<file path="src/rtl/icache_pkg.sv">
// rtl/icache_pkg.sv - shared widths and state encoding for the i-cache refill controller
package icache_pkg;

    localparam int ADDR_W         = 32;
    localparam int BLOCK_W        = 128;
    localparam int OFFSET_W       = 4;
    localparam int INDEX_W        = 3;
    localparam int TAG_W          = ADDR_W - INDEX_W - OFFSET_W;
    localparam int LINE_ADDR_W    = ADDR_W - OFFSET_W;
    localparam int TIMEOUT_CYCLES = 64;
    localparam int WD_W           = $clog2(TIMEOUT_CYCLES + 1);

    localparam logic [2:0] S_IDLE  = 3'd0;
    localparam logic [2:0] S_REQ   = 3'd1;
    localparam logic [2:0] S_DRAIN = 3'd2;
    localparam logic [2:0] S_FILL  = 3'd3;
    localparam logic [2:0] S_ERROR = 3'd4;

    typedef enum logic [2:0] {
        ST_IDLE  = S_IDLE,
        ST_REQ   = S_REQ,
        ST_DRAIN = S_DRAIN,
        ST_FILL  = S_FILL,
        ST_ERROR = S_ERROR
    } refill_state_t;

endpackage

</file>
<file path="src/rtl/refill_watchdog.sv">
// rtl/refill_watchdog.sv - cycle counter bounding how long a refill may wait on memory
//
// Ports:
//   clock    - posedge clock
//   reset    - asynchronous active-low reset
//   clear    - synchronous clear (wins over enable)
//   enable   - count this cycle
//   terminal - count has reached LIMIT-1: the current enabled cycle is the LIMIT-th
module refill_watchdog #(
    parameter int LIMIT = 64,
    parameter int W     = 7
) (
    input  logic clock,
    input  logic reset,
    input  logic clear,
    input  logic enable,
    output logic terminal
);

    logic [W-1:0] count;

    always_ff @(posedge clock or negedge reset) begin
        if (!reset) begin
            count <= '0;
        end else if (clear) begin
            count <= '0;
        end else if (enable) begin
            count <= count + 1'b1;
        end
    end

    assign terminal = (count == W'(LIMIT - 1));

endmodule

</file>
<file path="src/rtl/icache_refill_controller.sv">
// rtl/icache_refill_controller.sv - fetches one 128-bit line per i-cache miss from byte-serial memory
//
// Ports:
//   clock, reset  - posedge clock, asynchronous active-low reset
//   miss_req      - cache miss, sampled only in IDLE
//   miss_addr     - miss byte address (bits [1:0] unused)
//   stall         - CPU stall (combinational)
//   fill_valid    - one-cycle pulse: write fill_data at fill_index/fill_tag
//   fill_index    - set index of the refilled line
//   fill_tag      - tag of the refilled line
//   fill_data     - refilled line, byte k at [8k+7:8k]
//   fill_word     - 32-bit critical word selected by miss_addr[3:2]
//   mem_error     - sticky watchdog timeout flag
//   mem_read      - read request to instruction memory
//   mem_address   - line address, stable from REQ through FILL
//   mem_readdata  - line from memory
//   mem_busywait  - memory busy; low while mem_read means the last byte lands this edge
module icache_refill_controller
    import icache_pkg::*;
(
    input  logic                   clock,
    input  logic                   reset,
    input  logic                   miss_req,
    input  logic [ADDR_W-1:0]      miss_addr,
    output logic                   stall,
    output logic                   fill_valid,
    output logic [INDEX_W-1:0]     fill_index,
    output logic [TAG_W-1:0]       fill_tag,
    output logic [BLOCK_W-1:0]     fill_data,
    output logic [31:0]            fill_word,
    output logic                   mem_error,
    output logic                   mem_read,
    output logic [LINE_ADDR_W-1:0] mem_address,
    input  logic [BLOCK_W-1:0]     mem_readdata,
    input  logic                   mem_busywait
);

    refill_state_t state_q;
    refill_state_t state_d;
    logic [1:0]    word_off_q;
    logic          wd_enable;
    logic          wd_terminal;
    logic          miss_accept;
    logic          unused_addr_bits;

    assign unused_addr_bits = ^miss_addr[1:0];

    assign miss_accept = (state_q == ST_IDLE) && miss_req;
    assign wd_enable   = (state_q == ST_REQ) && mem_busywait;
    assign stall       = miss_accept || (state_q != ST_IDLE);

    // Counts only while REQ is stalled by memory; any other cycle resets it.
    refill_watchdog #(
        .LIMIT (TIMEOUT_CYCLES),
        .W     (WD_W)
    ) u_watchdog (
        .clock    (clock),
        .reset    (reset),
        .clear    (!wd_enable),
        .enable   (wd_enable),
        .terminal (wd_terminal)
    );

    always_ff @(posedge clock or negedge reset) begin
        if (!reset) begin
            state_q <= ST_IDLE;
        end else begin
            state_q <= state_d;
        end
    end

    always_comb begin
        state_d = state_q;
        case (state_q)
            ST_IDLE:  if (miss_req) state_d = ST_REQ;
            ST_REQ: begin
                if (!mem_busywait) begin
                    state_d = ST_DRAIN;
                end else if (wd_terminal) begin
                    state_d = ST_ERROR;
                end
            end
            ST_DRAIN: state_d = ST_FILL;
            ST_FILL:  state_d = ST_IDLE;
            ST_ERROR: state_d = ST_ERROR;
            default:  state_d = ST_IDLE;
        endcase
    end

    // Registered outputs are derived from the next state so they line up
    // with the state they belong to.
    always_ff @(posedge clock or negedge reset) begin
        if (!reset) begin
            mem_read    <= 1'b0;
            mem_error   <= 1'b0;
            mem_address <= '0;
            word_off_q  <= '0;
            fill_valid  <= 1'b0;
            fill_index  <= '0;
            fill_tag    <= '0;
            fill_data   <= '0;
            fill_word   <= '0;
        end else begin
            mem_read   <= (state_d == ST_REQ);
            mem_error  <= mem_error || (state_d == ST_ERROR);
            fill_valid <= (state_q == ST_DRAIN);
            if (miss_accept) begin
                mem_address <= miss_addr[ADDR_W-1:OFFSET_W];
                word_off_q  <= miss_addr[3:2];
            end
            // The last byte was written on the edge entering DRAIN, so the
            // line is complete on the edge leaving it.
            if (state_q == ST_DRAIN) begin
                fill_data  <= mem_readdata;
                fill_word  <= mem_readdata[{word_off_q, 5'b0} +: 32];
                fill_index <= mem_address[INDEX_W-1:0];
                fill_tag   <= mem_address[LINE_ADDR_W-1:INDEX_W];
            end
        end
    end

endmodule
</file>
<file path="config.mk">
export PLATFORM = sky130hd
export DESIGN_NAME = icache_refill_controller
export DESIGN_NICKNAME = d
export VERILOG_FILES = /design/src/rtl/icache_pkg.sv /design/src/rtl/refill_watchdog.sv /design/src/rtl/icache_refill_controller.sv
export SDC_FILE = /design/constraint.sdc
export NUM_CORES = 1
export LEC_CHECK = 0
export CORE_UTILIZATION = 44
export CTS_CLUSTER_SIZE = 30
export DETAILED_ROUTE_END_ITERATION = 6
export GPL_ROUTABILITY_DRIVEN = 0
export PLACE_DENSITY = 0.81
export SYNTH_ARGS = -nofsm -noshare
export SYNTH_HDL_FRONTEND = slang
export SYNTH_SLANG_ARGS = --single-unit
export TNS_END_PERCENT = 20
</file>
<file path="constraint.sdc">
create_clock -name clock -period 2.1 [get_ports clock]
set_input_delay 0.42 -clock clock [delete_from_list [all_inputs] [get_ports clock]]
set_output_delay 0.42 -clock clock [all_outputs]
set_load 0.005 [all_outputs]
</file>
==> summary.md, run 1 <==
| Metric | Value |
|---|---|
| R2r endpoint | `fill_data[39]$_DFFE_PN0P_` |
| Crit path max fanout | `2` |
| First-pass GRT wire length | `41300 um` |
| Synth cell types | `30` |
| Critical Path RT | `1680 ps` |
| Routed wire per std cell | `21.0 um` |
| Hold Fails Final Rpt | `0` |
| Slew at the pin closest to its max-slew limit | `531 ps` |
| Slew headroom | `64.1%` |
| Max rail drop VDD | `0.000954 V` |
| Clock Path Buffers | `3` |
| Top post-synthesis cells by area | `dfrtp_1, mux2_2, mux2_4` |
| Critical path data arrival time | `1590 ps` |
| Die Area | `22600 um2` |
| Power Density | `1620 nW/um2` |
| R2R Setup Slk | `190 ps` |
| Most frequent cells after synthesis | `dfrtp_1, mux2_2, mux2_4` |
| Startpoint types | `register` |
| Vias in the first global route | `7537` |
| Maximum clock rate | `496 MHz` |
| Die width | `150 um` |
| Tmin final | `2010 ps` |
| Root Driver | `clkbuf_16` |
| Synthesis warning total | `0` |
| Max_cap viols | `0` |
| Ys async rst share | `100%` |
| Cell depth of the worst flop-to-flop path | `4` |
| PortBufs | `381` |
| Clk Latency, worst-skew pair | `530 ps` |
| Uppermost layer routed | `met4` |
| DRT Wirelength | `27700 um` |
| Initial antenna violation count | `0` |
| Nets | `1187` |
| Diodes inserted | `0` |
| Core area | `21300 um2` |
| Yosys reg bits | `231` |
| Synth Flop Type | `dfrtp_1` |
| Met2 wire len | `14000 um` |
| Sw frac | `28.6%` |
| Mapped Cells | `625` |
| Cell Area, Placed | `13900 um2` |
| Unrepaired setup endpoints after global routing | `false` |
| Sequential share of the synthesized area | `59.6%` |
| Period utilisation layout | `95.9%` |
| Post-synth EDFFs | `0` |
| Lkg Pwr | `6.65 nW` |
| Setup TNS after final layout | `0 ps` |
| WL met1 | `10300 um` |
| Cts bufs inserted | `26` |
| Hold crit path type | `primary input to asynchronous set/reset pin` |
| Flop pwr share | `33.7%` |
| 1st-pass router iterations | `4` |
| Finished Cell Area | `15000 um2` |
| Reg-to-reg startpoint | `state_q[1]$_DFF_PN0_` |
| Largest net degree at the start of global routing | `67` |
| Comb power frac | `44.9%` |
| Final-report max-slew violation count | `0` |
| Clock slew at reported path FFs | `60 ps` |
| Setup-failing EPs final | `0` |
| CTS sink cnt | `231` |
| Sw Pwr | `0.00695 W` |
| Layout cells sized above 1 | `25.7%` |
| Critical path class | `register to output port` |
| Via count | `6824` |
| Netlist Area Pre-Place | `9700 um2` |
| Most frequent cell after synthesis | `dfrtp_1` |
| Met3 Routed Length | `2520 um` |
| Mean area per synthesized cell | `15.5 um2` |
| Synth top area share | `59.6%` |
| # rows | `53` |
| Synth area leader | `dfrtp_1` |
| Status | `completed` |
| Drt initial violations | `154` |
| Worst Setup End Kind | `output port` |
| Post-route DRC | `0` |
| CTS tree | `built` |
| Starting density of the core | `45.6%` |
| Clock skew | `26.9 ps` |
| DP HPWL | `19700 um` |
| Int Power | `0.0173 W` |
| Via density | `5.18` |
| Gr ovfl total | `0` |
| GRT Overall Usage | `24.1%` |
| Antenna-violating nets left | `0` |
| Clock power frac | `21.4%` |
| H-Tree Depth | `1` |
| I/O pins | `384` |
| Synth Net Count | `790` |
| P&R area growth vs syn | `54.1%` |
| Die height | `150 um` |
| Pwr Total | `0.0243 W` |
==> registers in the layout (all words and copies together), names as in the netlist <==
| signal | cells |
|---|---|
| mem_read | 1 |
| state_q | 3 |
| fill_tag | 25 |
| mem_address | 28 |
| fill_index | 3 |
| word_off_q | 2 |
| fill_word | 32 |
| mem_error | 1 |
| fill_data | 128 |
| u_watchdog.count | 7 |
| fill_valid | 1 |
==> power by group through the flow <==
stage | Clock (W) | Sequential (W) | Combinational, W
floorplan | 0 | 0.00804 | 0.00493
global placement | 0 | 0.00812 | 0.0107
detailed placement | 0 | 0.00822 | 0.0109
CTS | 0.00531 | 0.00818 | 0.0110
global route | 0.00546 | 0.00846 | 0.0116
finish | 0.00521 | 0.00817 | 0.0109
==> worst max-delay path by stage <==
stage,endpoint,startpoint,cells after the start
after floorplan,fill_data[100]$_DFFE_PN0P_,state_q[2]$_DFF_PN0_,6
after global placement,stall,miss_req,3
after detailed placement,stall,miss_req,3
after CTS,stall,state_q[2]$_DFF_PN0_,2
after global routing,stall,state_q[2]$_DFF_PN0_,2
final,stall,state_q[2]$_DFF_PN0_,2
==> metrics by stage <==
step | instances | setup slack (ps) | utilization [%] | hold WS (ps)
floorplan | 625 | 412 | - | 124
global placement | 1265 | -79.7 | 65.4 | 421
detailed placement | 1265 | -84.0 | 65.4 | 421
CTS | 1317 | 72.3 | 70.2 | 450
global route | 1317 | 50.1 | 70.2 | 463
finish | 1317 | 85.7 | 70.2 | 428
==> kinds of logic (layout without fill, tap and decap cells) <==
kind of cell | Yosys count | count (layout) | share of synthesized area [%]
flip-flops | 231 | 231 | 59.6
XOR/XNOR | 3 | 3 | 0.271
buffers and inverters | 42 | 459 | 2.67
AO/OA/AOI/OAI | 42 | 42 | 3.47
adder cells (fa/ha/maj) | 1 | 1 | 0.129
AND/OR/NAND/NOR | 56 | 56 | 2.70
multiplexers | 250 | 250 | 31.2
==> layout make-up <==
class                   count  area [um2]
clock buffers              34         752
well taps                 275         344
inverters                   2        7.51
flip-flops and latches    231        5790
repair buffers            409        4130
multi-input cells         352        3680
clock inverters            14         254
fillers                  1468        6340
==> cells in the final DEF, fill, tap and decap left out, types with 3 or more instances in the layout <==
master and n:
clkbuf_16 27, clkinv_2 4, nand2_1 35, mux2_2 109, clkdlybuf4s50_1 379, nor2_1 7, clkbuf_8 5, mux2i_1 64
buf_12 8, a21oi_1 4, bufinv_16 7, o21ai_0 4, o221ai_1 32, dfrtp_1 229, buf_4 19, mux2_4 77
nand3_1 3
==> layer usage <==
metal | vias up | global-route usage (%)
met3 | 52 | 8.00
met5 | - | 0
li1 | 3062 | -
met4 | 0 | 7.98
met1 | 3423 | 27.0
met2 | 287 | 42.9
==> critical path, stage by stage, from the launching register on <==
cell and delay [ps]:
dfrtp_1 390, or4_4 540, buf_2 140
==> timing repair <==
item | 4_1_cts | 5_1_grt
endpoints found under the setup margin | 1 | 0
hold endpoints to repair | 60 | 0
setup buffers | 3 | 0
gates resized for setup | 6 | 0
hold buffers | 1 | 0
Power figures use the tool's default switching activity.
==> run 2, diff against run 1 <==
CORE_ASPECT_RATIO = 0.7   (was not set)
==> run 2 against run 1 <==
Net effect:
- the run now ends with design-rule violations left
- final cell count unchanged
- sequential cell count stayed put
- via count fell by 0.35%
- total power down 2.2%
- critical endpoint is now fill_data[80]$_DFFE_PN0P_
- highest routed layer unchanged
==> summary.md, run 2 (same netlist as run 1, synthesis figures left out) <==
| Metric | Value |
|---|---|
| Maximum clock rate | `494 MHz` |
| Cts bufs inserted | `24` |
| Cell depth of the worst flop-to-flop path | `4` |
| Vias in the first global route | `7292` |
| PortBufs | `381` |
| Failing checks | `design-rule violations` |
| Antenna-violating nets left | `0` |
| Max_cap viols | `0` |
| Period utilisation layout | `96.3%` |
| Clock skew | `14.8 ps` |
| Crit path max fanout | `109` |
| Gr ovfl total | `0` |
| Lkg Pwr | `6.58 nW` |
| R2r endpoint | `fill_data[80]$_DFFE_PN0P_` |
| Final-report max-slew violation count | `0` |
| Clk Latency, worst-skew pair | `510 ps` |
| Finished Cell Area | `14800 um2` |
| Largest register FFs | `128` |
| Nets | `1181` |
| Startpoint types | `register` |
| Commonest non-fill, non-tap cells in the layout | `clkdlybuf4s50_1, dfrtp_1, mux2_2, mux2_4, mux2i_1` |
| Top flop regs | `fill_data x128, fill_word x32, mem_address x28` |
| Final core utilization | `68.6%` |
| First-pass GRT wire length | `42300 um` |
| Most flops, register | `fill_data` |
| Placed cell count | `1270` |
| I/O pins | `384` |
| Layout cells sized above 1 | `24.8%` |
| Cell Area, Placed | `13900 um2` |
| Critical path class | `register to register` |
| CTS tree | `built` |
| Clock slew at reported path FFs | `60 ps` |
| Reg-to-reg startpoint | `state_q[2]$_DFF_PN0_` |
| Flop pwr share | `34.2%` |
| Sw frac | `28.7%` |
| Slew headroom | `44.8%` |
| Critical path data arrival time | `2410 ps` |
| Final Non-Filler Cells | `1317` |
| R2R Setup Slk | `80 ps` |
| Largest net degree at the start of global routing | `110` |
| Core area | `21600 um2` |
| Hold crit path type | `primary input to asynchronous set/reset pin` |
| DRT Wirelength | `27100 um` |
| Root Driver | `clkbuf_16` |
| Pwr Total | `0.0237 W` |
| 1st-pass router iterations | `6` |
| Die height | `126 um` |
| Comb power frac | `45.9%` |
| Slew at the pin closest to its max-slew limit | `827 ps` |
| Sw Pwr | `0.00682 W` |
| Drt initial violations | `295` |
| Critical Path RT | `2490 ps` |
| Unrepaired setup endpoints after global routing | `false` |
| Int Power | `0.0169 W` |
| GRT Overall Usage | `23.9%` |
| Worst Setup End Kind | `register` |
| DP HPWL | `19100 um` |
| Power Density | `1600 nW/um2` |
| Starting density of the core | `44.9%` |
| Clock Path Buffers | `3` |
| P&R area growth vs syn | `53.0%` |
| Hold Fails Final Rpt | `0` |
| Initial antenna violation count | `1` |
| Die Area | `22700 um2` |
| Post-route DRC | `46` |
| CTS sink cnt | `231` |
| Via count | `6800` |
| Tmin final | `2020 ps` |
| Most common cell after layout, fill and taps aside | `clkdlybuf4s50_1` |
| Routed wire per std cell | `20.6 um` |
| Clock power frac | `19.9%` |
| Setup-failing EPs final | `0` |
| H-Tree Depth | `1` |
| Via density | `5.16` |
| Status | `finished, violations left` |
| Max rail drop VDD | `0.000903 V` |
| Die width | `179 um` |
| # rows | `45` |
-- run 2: cell count changes in the layout (fill, tap and decap cells not counted), sizes merged --
cell,previous run,this run
bufinv,7,5
buf,29,25
clkinvlp,2,3
clkbuf,34,35
clkinv,5,1
diode,0,1
-- run 2: repair_timing --
action / CTS / global route
hold buffers: 1 / 0
buffers inserted: 1 / 0
gates resized for setup: 4 / 1
hold endpoints to repair: 64 / 0
setup endpoints to repair: 1 / 1
-- run 2: power by group through the flow --
stage | clock [W] | sequential, W | combinational, W
2_1_floorplan | 0 | 0.00804 | 0.00493
3_3_place_gp | 0 | 0.00806 | 0.0107
3_5_place_dp | 0 | 0.00815 | 0.0109
4_1_cts | 0.00483 | 0.00813 | 0.0110
5_1_grt | 0.00501 | 0.00839 | 0.0115
6_report | 0.00473 | 0.00812 | 0.0109
-- run 2: worst max-delay path by stage --
stage	startpoint	to	slack, ps	cells past startpoint
6_report	state_q[2]$_DFF_PN0_	fill_data[80]$_DFFE_PN0P_	80	4
5_1_grt	state_q[0]$_DFF_PN0_	stall	60	2
4_1_cts	state_q[0]$_DFF_PN0_	stall	2	2
3_5_place_dp	miss_req	stall	-60	3
3_3_place_gp	miss_req	stall	-50	3
2_1_floorplan	state_q[2]$_DFF_PN0_	fill_data[100]$_DFFE_PN0P_	410	6
-- run 2: layout make-up --
class                      instances  area [um2]
fill                            1536        6780
clock buffer                      35         713
tap                              282         353
sequential                       231        5790
multi-input combinational        352        3680
timing repair buffer             405        4120
antenna                            1        2.50
clock inverter                     9         178
inverter                           2        7.51
-- run 2: critical path, cell delays in order, from the launching register on --
cell and delay [ps]:
dfrtp_1 380, buf_4 170, or3b_4 440, buf_12 220, mux2_4 460
-- run 2: metrics by stage --
stage	worst slack, ps	hold WS, ps	TNS (ps)
global route	62.1	504	0
floorplan	412	124	0
finish	77.7	472	0
global placement	-52.2	452	-52.2
CTS	1.82	491	0
detailed placement	-59.7	454	-59.7
-- run 2: layer usage --
layer | track usage (%) | part of all wire, %
met1 | 30.1 | 41
met2 | 40.0 | 48
met3 | 7.37 | 8.8
met4 | 6.64 | 2.7
met5 | 0 | 0
